$ cat config.mk
export PLATFORM = sky130hd
export DESIGN_NAME = irq_hub
export DESIGN_NICKNAME = d
export VERILOG_FILES = /design/src/rtl/irq_hub_pkg.sv /design/src/rtl/irq_prio_enc.sv /design/src/rtl/irq_hub.sv
export SDC_FILE = /design/constraint.sdc
export NUM_CORES = 1
export LEC_CHECK = 0
export ABC_CLOCK_PERIOD_IN_PS = 1700
export CORE_ASPECT_RATIO = 1.75
export CORE_UTILIZATION = 40
export CTS_CLUSTER_DIAMETER = 40
export CTS_CLUSTER_SIZE = 40
export DETAILED_ROUTE_END_ITERATION = 10
export DONT_BUFFER_PORTS = 1
export SLEW_MARGIN = 10
export SYNTH_ARGS = -nofsm -noshare
export SYNTH_HDL_FRONTEND = slang
export SYNTH_SLANG_ARGS = --single-unit
$ cat constraint.sdc
create_clock -name clk -period 1.7 [get_ports clk]
set_clock_uncertainty 0.2 [all_clocks]
set_input_delay 0.34 -clock clk [delete_from_list [all_inputs] [get_ports clk]]
set_output_delay 0.34 -clock clk [all_outputs]
set_load 0.005 [all_outputs]
$ cat src/rtl/irq_hub_pkg.sv
// rtl/irq_hub_pkg.sv - register map constants shared by the irq_hub block
package irq_hub_pkg;

  localparam logic [1:0] IRQ_REG_STATUS  = 2'd0;
  localparam logic [1:0] IRQ_REG_PENDING = 2'd1;
  localparam logic [1:0] IRQ_REG_ENABLE  = 2'd2;
  localparam logic [1:0] IRQ_REG_ACTIVE  = 2'd3;

  localparam int IRQ_ACTIVE_VALID_BIT = 31;
  localparam int IRQ_MAX              = 32;

endpackage

$ cat src/rtl/irq_prio_enc.sv
// rtl/irq_prio_enc.sv - lowest-index-first priority encoder feeding the ACTIVE register
module irq_prio_enc #(
  parameter int N = 8
) (
  input  logic [N-1:0] req,
  output logic         valid,
  output logic [4:0]   idx
);

  // Scan from the top down so the lowest set index is the last one written.
  always_comb begin
    valid = 1'b0;
    idx   = '0;
    for (int i = N - 1; i >= 0; i--) begin
      if (req[i]) begin
        valid = 1'b1;
        idx   = 5'(i);
      end
    end
  end

endmodule

$ cat src/rtl/irq_hub.sv
// rtl/irq_hub.sv - per-channel pending/enable interrupt hub with register slave
// Optional IRQ_HUB_SYNC_EN adds a 2-flop synchroniser on every source.
module irq_hub
  import irq_hub_pkg::*;
#(
  parameter int                 NUM_IRQ   = 8,
  parameter logic [NUM_IRQ-1:0] EDGE_MASK = '1
) (
  input  logic               clk,
  input  logic               rst,
  input  logic [NUM_IRQ-1:0] irq_src,
  input  logic [1:0]         reg_addr,
  input  logic               reg_wr,
  input  logic [31:0]        reg_wrdata,
  input  logic               reg_rd,
  output logic [31:0]        reg_rddata,
  output logic               reg_rdvalid,
  output logic [NUM_IRQ-1:0] irq_out,
  output logic               irq_any
);

  generate
    if (NUM_IRQ < 1 || NUM_IRQ > IRQ_MAX) begin : g_bad_num_irq
      $fatal(1, "irq_hub: NUM_IRQ must be 1..32");
    end
  endgenerate

  logic [NUM_IRQ-1:0] src_s;

`ifdef IRQ_HUB_SYNC_EN
  logic [NUM_IRQ-1:0] sync1_q, sync2_q;

  always_ff @(posedge clk or posedge rst) begin
    if (rst) begin
      sync1_q <= '0;
      sync2_q <= '0;
    end else begin
      sync1_q <= irq_src;
      sync2_q <= sync1_q;
    end
  end

  assign src_s = sync2_q;
`else
  assign src_s = irq_src;
`endif

  logic [NUM_IRQ-1:0] hist_q, hist_d;
  logic [NUM_IRQ-1:0] pending_q, pending_d;
  logic [NUM_IRQ-1:0] enable_q, enable_d;
  logic [31:0]        rddata_q, rddata_d;
  logic               rdvalid_q, rdvalid_d;

  logic [NUM_IRQ-1:0] wr_bits, w1c, rise;
  logic [31:0]        status_w, pending_w, enable_w, active_w, rd_word;
  logic               act_valid;
  logic [4:0]         act_idx;
  logic               unused_wrdata;

  assign wr_bits       = reg_wrdata[NUM_IRQ-1:0];
  assign unused_wrdata = ^reg_wrdata;
  assign irq_out       = pending_q & enable_q;
  assign irq_any       = |irq_out;
  assign reg_rddata    = rddata_q;
  assign reg_rdvalid   = rdvalid_q;

  irq_prio_enc #(.N(NUM_IRQ)) u_prio (
    .req   (irq_out),
    .valid (act_valid),
    .idx   (act_idx)
  );

  always_comb begin
    w1c       = (reg_wr && reg_addr == IRQ_REG_PENDING) ? wr_bits : '0;
    rise      = src_s & ~hist_q;
    hist_d    = src_s;
    // A fresh edge beats a same-cycle W1C; level channels simply mirror the source.
    pending_d = (EDGE_MASK & ((pending_q & ~w1c) | rise)) | (~EDGE_MASK & src_s);
    enable_d  = (reg_wr && reg_addr == IRQ_REG_ENABLE) ? wr_bits : enable_q;

    status_w  = '0;
    pending_w = '0;
    enable_w  = '0;
    active_w  = '0;
    status_w[NUM_IRQ-1:0]  = src_s;
    pending_w[NUM_IRQ-1:0] = pending_q;
    enable_w[NUM_IRQ-1:0]  = enable_q;
    active_w[IRQ_ACTIVE_VALID_BIT] = act_valid;
    active_w[4:0]                  = act_idx;

    case (reg_addr)
      IRQ_REG_STATUS:  rd_word = status_w;
      IRQ_REG_PENDING: rd_word = pending_w;
      IRQ_REG_ENABLE:  rd_word = enable_w;
      default:         rd_word = active_w;
    endcase

    rddata_d  = reg_rd ? rd_word : '0;
    rdvalid_d = reg_rd;
  end

  // History resets high so a source held through reset is not seen as an edge.
  always_ff @(posedge clk or posedge rst) begin
    if (rst) begin
      hist_q    <= '1;
      pending_q <= '0;
      enable_q  <= '0;
      rddata_q  <= '0;
      rdvalid_q <= 1'b0;
    end else begin
      hist_q    <= hist_d;
      pending_q <= pending_d;
      enable_q  <= enable_d;
      rddata_q  <= rddata_d;
      rdvalid_q <= rdvalid_d;
    end
  end

endmodule
==> impl_metrics.json, run 1 <==
{
  "place_congestion": 0.865,
  "synth_area_per_cell_um2": 10.8,
  "start_kind": "register",
  "grt.overflow.total": 0,
  "synthAdderAreaFrac": 0,
  "io_pins": 88,
  "max_freq_mhz": 479,
  "r2r-end": "reg_rddata[31]$_DFF_PP0_",
  "critPathKind": "register to output pin",
  "hpwl_um": 2640,
  "synth_top_area_cell": "dfrtp_1",
  "grtUsageTotal": 0.190,
  "synth.cell_area_mm2": 0.00168,
  "status": "complete, but fails checks",
  "syn_inst": 156,
  "p_leak_nw": 0.989,
  "areaGrowthSynthToFinish_pct": 23.8,
  "multi_input_area_um2": 676,
  "worst_path_max_delay_cell": "or3b_4",
  "cts.clk_slew.worst_paths_ns": 0.06,
  "die_x_um": 51.0,
  "grt_max_degree": 35,
  "cp.required_ns": 1.16,
  "antenna_left": 0,
  "synthTopCellsByCount": "dfrtp_1 (26), buf_4 (23), nand2_1 (17)",
  "dieArea_mm2": 0.00447,
  "synth-simple-area-share": 0.135,
  "nets": 242,
  "cp_num_cells": 3,
  "post-route-drc-count": 0,
  "critPathTopFamily": "simple AND/OR/NAND/NOR gates",
  "cts_tree": "built",
  "r2r_cells": 4,
  "async_reset_ff_frac": 1.00,
  "drv_cap": 0,
  "endpoint": "irq_any",
  "critPathMaxStageDelay_ns": 0.43,
  "final-setup-viol-count": 2,
  "synth_top_family_by_area": "buffers and inverters",
  "firstDrtPassIters": 3,
  "synth_cell_types": 31,
  "synth_top_area_share": 0.388,
  "period_minus_slack_ns": 2.09,
  "dpl_cell_area_mm2": 0.00176,
  "start_util": 0.426,
  "drtIter0Drc": 12,
  "seq_area_frac_synth": 0.513,
  "cts_buffers": 5,
  "yosys_warnings": 0,
  "ir_drop_v": 0.000685,
  "cts-root-buf": "clkbuf_8",
  "h-tree-depth": 2,
  "worst_slack_ns": -0.387,
  "ys_ff_latch": 34,
  "wl_per_cell_um": 15.5,
  "hold_viol": 0,
  "synth_mux_area_frac": 0.0969,
  "core_area_mm2": 0.00394,
  "path_cells": "a22o_1 -> nor3_2 -> or3b_4",
  "synth.most_common_cell": "dfrtp_1",
  "post-route-period-util": 1.23,
  "grt_pass1_wl_um": 6170,
  "hold_ws_ns": 0.0166,
  "path_max_fanout": 2,
  "finalMaxSlewViolations": 0,
  "hold_class": "primary input to register",
  "arrival_ns": 1.55,
  "die_h_um": 87.7,
  "cp-end-kind": "output pin",
  "via_per_inst": 4.89,
  "grt_pass1_vias": 1287,
  "r2r-start": "pending_q[3]$_DFF_PP0_",
  "fillers": 401,
  "pwr_density_cell_mw_per_mm2": 1000,
  "antenna_cells": 0,
  "clockBufferDepth": 2,
  "row_count": 30,
  "total_power_mw": 2.08,
  "fin_area_mm2": 0.00208,
  "port_buffers": 0,
  "antenna_found_initial": 0,
  "synth_flop_cell": "dfrtp_1",
  "synth_xor_area_frac": 0,
  "clock_latency_ns": 0.28,
  "synth_compound_area_frac": 0.114,
  "drt_wl_total_um": 3810,
  "cts.sinks": 34,
  "seq_area_um2": 861,
  "synth_edf_count": 0,
  "rsz0062_at_grt": "yes",
  "violations": "negative setup slack",
  "final_layout_size_suffix_gt1_frac": 0.259,
  "synth_area_leaders": "dfrtp_1 (39%), dfstp_2 (13%), buf_4 (10%)",
  "r2r_slack_ns": -0.08,
  "vias": 1197,
  "worst-path-buf-inv": 0,
  "cp-startpoint": "pending_q[3]$_DFF_PP0_"
}
-- registers in the layout, indices dropped and copies added, names as in the netlist --
| register | cells |
|---|---|
| enable_q | 8 |
| pending_q | 8 |
| reg_rddata | 9 |
| hist_q | 8 |
| reg_rdvalid | 1 |
-- where the power goes --
part           internal [mW]  switching, mW
clock                  0.438          0.271
sequential             0.900         0.0499
combinational          0.228          0.196
total                   1.57          0.517
-- layout make-up --
type / count / share of cell area
well taps: 48 / 0.0289
clock inverters: 1 / 0.0145
clock buffers: 7 / 0.0367
multi-input cells: 106 / 0.325
flip-flops and latches: 34 / 0.414
inverters: 11 / 0.0199
repair buffers: 38 / 0.160
-- worst reg2reg max path, cell delays in order (launching register included) --
cell,delay [ns]
dfrtp_1,0.39
a22o_1,0.26
nor3_2,0.19
or3b_4,0.43
and4_1,0.21
-- layout by cell type, fill, tap and decap left out --
cell	netlist	final
nor3_2	1	1
a22o_2	1	1
or3b_4	0	1
nor2_1	2	2
nand2_1	17	17
and2_4	2	3
o221ai_1	2	2
clkbuf_8	0	5
a211oi_1	2	1
o21ai_0	8	8
o31ai_1	1	1
nand2b_1	1	1
and4_1	1	1
buf_4	23	19
conb_1	1	23
and2_1	9	9
a31oi_1	2	2
mux2_2	10	10
nand3_1	1	1
inv_1	11	11
a22o_1	9	9
dlygate4sd3_1	0	19
and3_1	1	1
a211oi_2	0	1
nor2b_1	2	2
dfrtp_1	26	26
bufinv_16	0	1
a21oi_1	2	2
nor2b_2	1	1
dfstp_2	8	8
nand3b_1	1	1
clkbuf_1	1	2
mux2i_1	5	5
-- through the flow --
| stage | instances | worst slack [ns] | setup TNS [ns] | util |
|---|---|---|---|---|
| global route | 245 | -0.455 | -0.598 | 0.527 |
| global placement | 217 | -0.00341 | -0.00508 | 0.448 |
| detailed placement | 217 | -0.0775 | -0.149 | 0.448 |
| CTS | 244 | -0.402 | -0.488 | 0.523 |
| finish | 245 | -0.387 | -0.469 | 0.527 |
| floorplan | 178 | 0.0639 | 0 | - |
-- logic make-up after synthesis --
logic type,Yosys count
AOI/OAI and AO/OA,27
DFF,34
buffers and inverters,38
other,1
muxes,15
and+or+nand+nor,41
-- how the worst min path moves through the flow --
stage	slack [ns]	depth (start not counted)	startpoint	end
after detailed placement	0.14	0	irq_src[6]	hist_q[6]$_DFF_PP1_
final	0.02	1	reg_wrdata[2]	enable_q[2]$_DFFE_PP0P_
after CTS	0.002	1	reg_wrdata[2]	enable_q[2]$_DFFE_PP0P_
after global routing	0.001	1	reg_wrdata[2]	enable_q[2]$_DFFE_PP0P_
after floorplan	0.14	0	irq_src[0]	hist_q[0]$_DFF_PP1_
after global placement	0.14	2	rst	reg_rdvalid$_DFF_PP0_
-- layer usage --
| metal | up-vias | GRT usage | routed length, µm |
|---|---|---|---|
| met4 | 0 | 0.131 | 164 |
| li1 | 558 | - | - |
| met2 | 54 | 0.324 | 1970 |
| met1 | 569 | 0.194 | 1380 |
| met3 | 16 | 0.0590 | 287 |
| met5 | - | 0 | 0 |
-- repair_timing --
item | in CTS | in global routing
pin swaps | 0 | 1
setup endpoints to repair | 2 | 2
hold buffers | 19 | 0
endpoints found under the hold margin | 57 | 0
resized for setup | 1 | 2
setup buffers | 0 | 1
Power figures use the tool's default switching activity.
==> run 2, diff against run 1 <==
Settings changed: CTS_BUF_LIST set to sky130_fd_sc_hd__clkbuf_4.
==> impl_metrics.json, run 2 (same netlist as run 1, synthesis figures left out) <==
{
  "period_minus_slack_ns": 2.16,
  "core_area_mm2": 0.00394,
  "wl_per_cell_um": 15.1,
  "clockBufferDepth": 2,
  "p_int_mw": 1.47,
  "start_util": 0.426,
  "nets": 243,
  "cts_tree": "built",
  "io_pins": 88,
  "total_power_mw": 1.98,
  "h-tree-depth": 2,
  "dieArea_mm2": 0.00447,
  "antenna_cells": 0,
  "vias": 1205,
  "cp.required_ns": 1.16,
  "arrival_ns": 1.62,
  "finalMaxSlewViolations": 0,
  "grt_pass1_vias": 1247,
  "drv_cap": 0,
  "path_cells": "a22o_1 -> nor3_2 -> or3b_4",
  "max_freq_mhz": 463,
  "cts_buffers": 5,
  "drt_wl_total_um": 3720,
  "hpwl_um": 2640,
  "place_congestion": 0.865,
  "layout_common_cells": "dfrtp_1 (26), conb_1 (23), dlygate4sd3_1 (20)",
  "final_layout_size_suffix_gt1_frac": 0.263,
  "cts.sinks": 34,
  "grtUsageTotal": 0.187,
  "violations": "negative setup slack",
  "hold_class": "primary input to register",
  "pwr_density_cell_mw_per_mm2": 959,
  "via_per_inst": 4.90,
  "path_max_fanout": 2,
  "switching_power_mw": 0.507,
  "p_clk_frac": 0.304,
  "antenna_left": 0,
  "place_ws_ns": -0.0775,
  "worst_slack_ns": -0.458,
  "power_frac_comb": 0.216,
  "cts-root-buf": "clkbuf_4",
  "seqPwrFrac": 0.480,
  "die_x_um": 51.0,
  "post-route-drc-count": 0,
  "cp-end-kind": "output pin",
  "critPathKind": "register to output pin",
  "layout_commonest_cell": "dfrtp_1",
  "port_buffers": 0,
  "clock_latency_ns": 0.34,
  "cts.clk_slew.worst_paths_ns": 0.10,
  "p_leak_nw": 0.988,
  "firstDrtPassIters": 4,
  "drtIter0Drc": 16,
  "worst_path_max_delay_cell": "or3b_4",
  "worst-path-buf-inv": 0,
  "final-setup-viol-count": 2,
  "areaGrowthSynthToFinish_pct": 22.9,
  "antenna_found_initial": 0,
  "start_kind": "register",
  "power_switching_share": 0.256,
  "die_h_um": 87.7,
  "critPathMaxStageDelay_ns": 0.43,
  "rsz0062_at_grt": "yes",
  "grt.overflow.total": 0,
  "post-route-period-util": 1.27,
  "status": "complete, but fails checks",
  "row_count": 30,
  "ir_drop_v": 0.000516,
  "grt_max_degree": 35,
  "largest_register_ffs": 9,
  "grt_pass1_wl_um": 6040,
  "hold_viol": 0,
  "critPathTopFamily": "simple AND/OR/NAND/NOR gates"
}
-- run 2: cell types whose count changed in the layout (fill, tap and decap cells not counted), sizes merged --
cell         change
dlygate4sd3      +1
-- run 2: timing repair --
action                                 in CTS  in global routing
endpoints found under the hold margin      60                  0
resized for setup                           1                  2
buffers inserted                            0                  1
pin swaps                                   0                  1
hold buffers                               20                  0
setup endpoints to repair                   2                  2
-- run 2: layout make-up --
type	instances	area (µm²)
Clock buffer	7	52.6
Clock inverter	1	30.0
Fill cell	410	1880
Inverter	11	41.3
Multi-Input combinational cell	106	671
Sequential cell	34	861
Tap cell	48	60.1
Timing Repair Buffer	39	347
-- run 2: final timing paths --
check | cells past startpoint | startpoint | endpoint | slack [ns]
setup / recovery | 3 | pending_q[3]$_DFF_PP0_ | irq_any | -0.46
hold / removal | 2 | reg_addr[0] | reg_rddata[1]$_DFF_PP0_ | 0.03
setup reg to reg | 4 | pending_q[3]$_DFF_PP0_ | reg_rddata[31]$_DFF_PP0_ | -0.08
hold reg to reg | 1 | pending_q[7]$_DFF_PP0_ | pending_q[7]$_DFF_PP0_ | 0.34
max in group asynchronous | 3 | rst | hist_q[1]$_DFF_PP1_ | 0.62
min in group asynchronous | 3 | rst | reg_rdvalid$_DFF_PP0_ | 0.32
-- run 2: worst reg2reg max path, cell delays in order (launching register included) --
cell,delay (ns)
dfrtp_1,0.40
a22o_1,0.26
nor3_2,0.18
or3b_4,0.43
and4_1,0.21
-- run 2: layer usage --
| metal | vias to the layer above | share of wire | track usage | wire length (µm) |
|---|---|---|---|---|
| met3 | 8 | 0.076 | 0.0642 | 283 |
| met4 | 0 | 0.027 | 0.0934 | 102 |
| met5 | - | 0 | 0 | 0 |
| li1 | 563 | - | - | - |
| met2 | 45 | 0.53 | 0.325 | 1960 |
| met1 | 589 | 0.37 | 0.195 | 1370 |
-- run 2: through the flow --
step | hold slack [ns] | area (µm²) | std cells | utilization | setup TNS (ns)
4_1_cts | 0.0145 | 2050 | 245 | 0.520 | -0.560
3_5_place_dp | 0.145 | 1760 | 217 | 0.448 | -0.149
5_1_grt | 0.0326 | 2060 | 246 | 0.523 | -0.709
3_3_place_gp | 0.138 | 1760 | 217 | 0.448 | -0.00508
2_1_floorplan | 0.144 | 1760 | 178 | - | 0
6_report | 0.0265 | 2060 | 246 | 0.523 | -0.542
-- run 2: power by group through the flow --
| stage | sequential (mW) | combinational, mW | clock, mW |
|---|---|---|---|
| after global placement | 0.959 | 0.359 | 0 |
| after floorplan | 0.958 | 0.280 | 0 |
| after CTS | 0.949 | 0.420 | 0.624 |
| after detailed placement | 0.965 | 0.367 | 0 |
| final | 0.949 | 0.427 | 0.602 |
| after global routing | 0.957 | 0.481 | 0.662 |
==> run 3, diff against run 2 <==
Settings changed: CORE_UTILIZATION 40 to 34.
==> impl_metrics.json, run 3 (same netlist as run 1, synthesis figures left out) <==
{
  "status": "complete, but fails checks",
  "violations": "negative setup slack",
  "largest_register_ffs": 9,
  "port_buffers": 0,
  "clock_latency_ns": 0.32,
  "core_area_mm2": 0.00471,
  "period_minus_slack_ns": 2.06,
  "final-setup-viol-count": 2,
  "h-tree-depth": 2,
  "io_pins": 88,
  "max_freq_mhz": 485,
  "cts_setup_buffers": 0,
  "cts.clk_slew.worst_paths_ns": 0.09,
  "die_x_um": 55.1,
  "arrival_ns": 1.52,
  "hold_viol": 0,
  "start_kind": "register",
  "hpwl_um": 2770,
  "antenna_found_initial": 0,
  "path_max_fanout": 2,
  "drtIter0Drc": 31,
  "firstDrtPassIters": 4,
  "areaGrowthSynthToFinish_pct": 20.5,
  "die_h_um": 94.9,
  "grt_pass1_wl_um": 5950,
  "p_leak_nw": 0.961,
  "cp.required_ns": 1.16,
  "dr_wl_met3_um": 302,
  "clockBufferDepth": 2,
  "row_count": 33,
  "antenna_left": 0,
  "finalSetupTns_ns": -0.369,
  "cts.sinks": 34,
  "layout_commonest_cell": "dfrtp_1",
  "nets": 240,
  "grt.overflow.total": 0,
  "final_layout_size_suffix_gt1_frac": 0.247,
  "place_congestion": 0.781,
  "start_util": 0.356,
  "fin_util": 0.430,
  "worst_slack_ns": -0.363,
  "vias": 1204,
  "cts_tree": "built",
  "finalMaxSlewViolations": 0,
  "m1WireLength_um": 1260,
  "dieArea_mm2": 0.00523,
  "total_power_mw": 1.78,
  "drt_wl_total_um": 3770,
  "cp-end-kind": "output pin",
  "layout_common_cells": "dfrtp_1 (26), conb_1 (23), dlygate4sd3_1 (20)",
  "antenna_cells": 0,
  "drv_cap": 0,
  "rsz0062_at_grt": "yes",
  "grt_max_degree": 27,
  "via_per_inst": 4.89,
  "highest_layer": "met4",
  "grt_pass1_vias": 1200,
  "post-route-drc-count": 0,
  "hold_class": "primary input to register",
  "wl_met2_um": 2110,
  "cts_buffers": 5,
  "ir_drop_v": 0.000494,
  "cts-root-buf": "clkbuf_4",
  "grtUsageTotal": 0.167,
  "critPathKind": "register to output pin",
  "post-route-period-util": 1.21,
  "wl_per_cell_um": 15.3,
  "pwr_density_cell_mw_per_mm2": 883
}
==> run 3: worst paths after layout <==
kind | depth (start not counted) | slack [ns] | end | startpoint
worst max-delay path | 3 | -0.36 | irq_any | pending_q[3]$_DFF_PP0_
worst min-delay path | 2 | 0.05 | reg_rddata[1]$_DFF_PP0_ | reg_addr[0]
worst max register to register | 4 | -0.01 | reg_rddata[31]$_DFF_PP0_ | pending_q[3]$_DFF_PP0_
min in group asynchronous | 2 | 0.23 | reg_rddata[6]$_DFF_PP0_ | rst
max in group asynchronous | 3 | 0.52 | hist_q[1]$_DFF_PP1_ | rst
worst min register to register | 1 | 0.35 | enable_q[6]$_DFFE_PP0P_ | enable_q[6]$_DFFE_PP0P_
==> run 3: cell type report <==
type	count	area, µm²
Fill cell	494	2690
Sequential cell	34	861
Multi-Input combinational cell	106	669
Timing Repair Buffer	36	333
Tap cell	52	65.1
Clock buffer	7	52.6
Inverter	11	41.3
==> run 3: layer usage <==
layer  vias to the layer above  global-route usage
li1                        555                   -
met1                       590               0.176
met2                        51               0.279
met3                         8              0.0499
met4                         0              0.0938
met5                         -                   0
==> run 3: stage by stage <==
step                cells  cell area [µm²]  hold WS (ns)  setup WS [ns]
floorplan             178             1760         0.144         0.0639
global placement      219             1770       0.00929        0.00749
detailed placement    219             1770        0.0284        0.00398
CTS                   246             2020        0.0329         -0.400
global route          246             2020        0.0404         -0.427
finish                246             2020        0.0488         -0.363
==> run 3: power breakdown <==
group	leakage [nW]	total (mW)	switching, mW	internal [mW]
Clock	0.0322	0.432	0.244	0.188
Sequential	0.386	0.952	0.0529	0.899
Combinational	0.542	0.401	0.188	0.213
Total	0.961	1.78	0.485	1.30
==> run 3: what timing repair did <==
action / 4_1_cts / 5_1_grt
setup endpoints to repair: 2 / 2
endpoints found under the hold margin: 62 / 0
gates resized for setup: 0 / 1
hold buffers: 20 / 0
pin swaps: 0 / 0
==> run 3: critical path, cell delays in order, from the launching register on <==
cell,delay [ns]
dfrtp_1,0.40
a22o_1,0.27
nor3_2,0.13
or3b_4,0.41
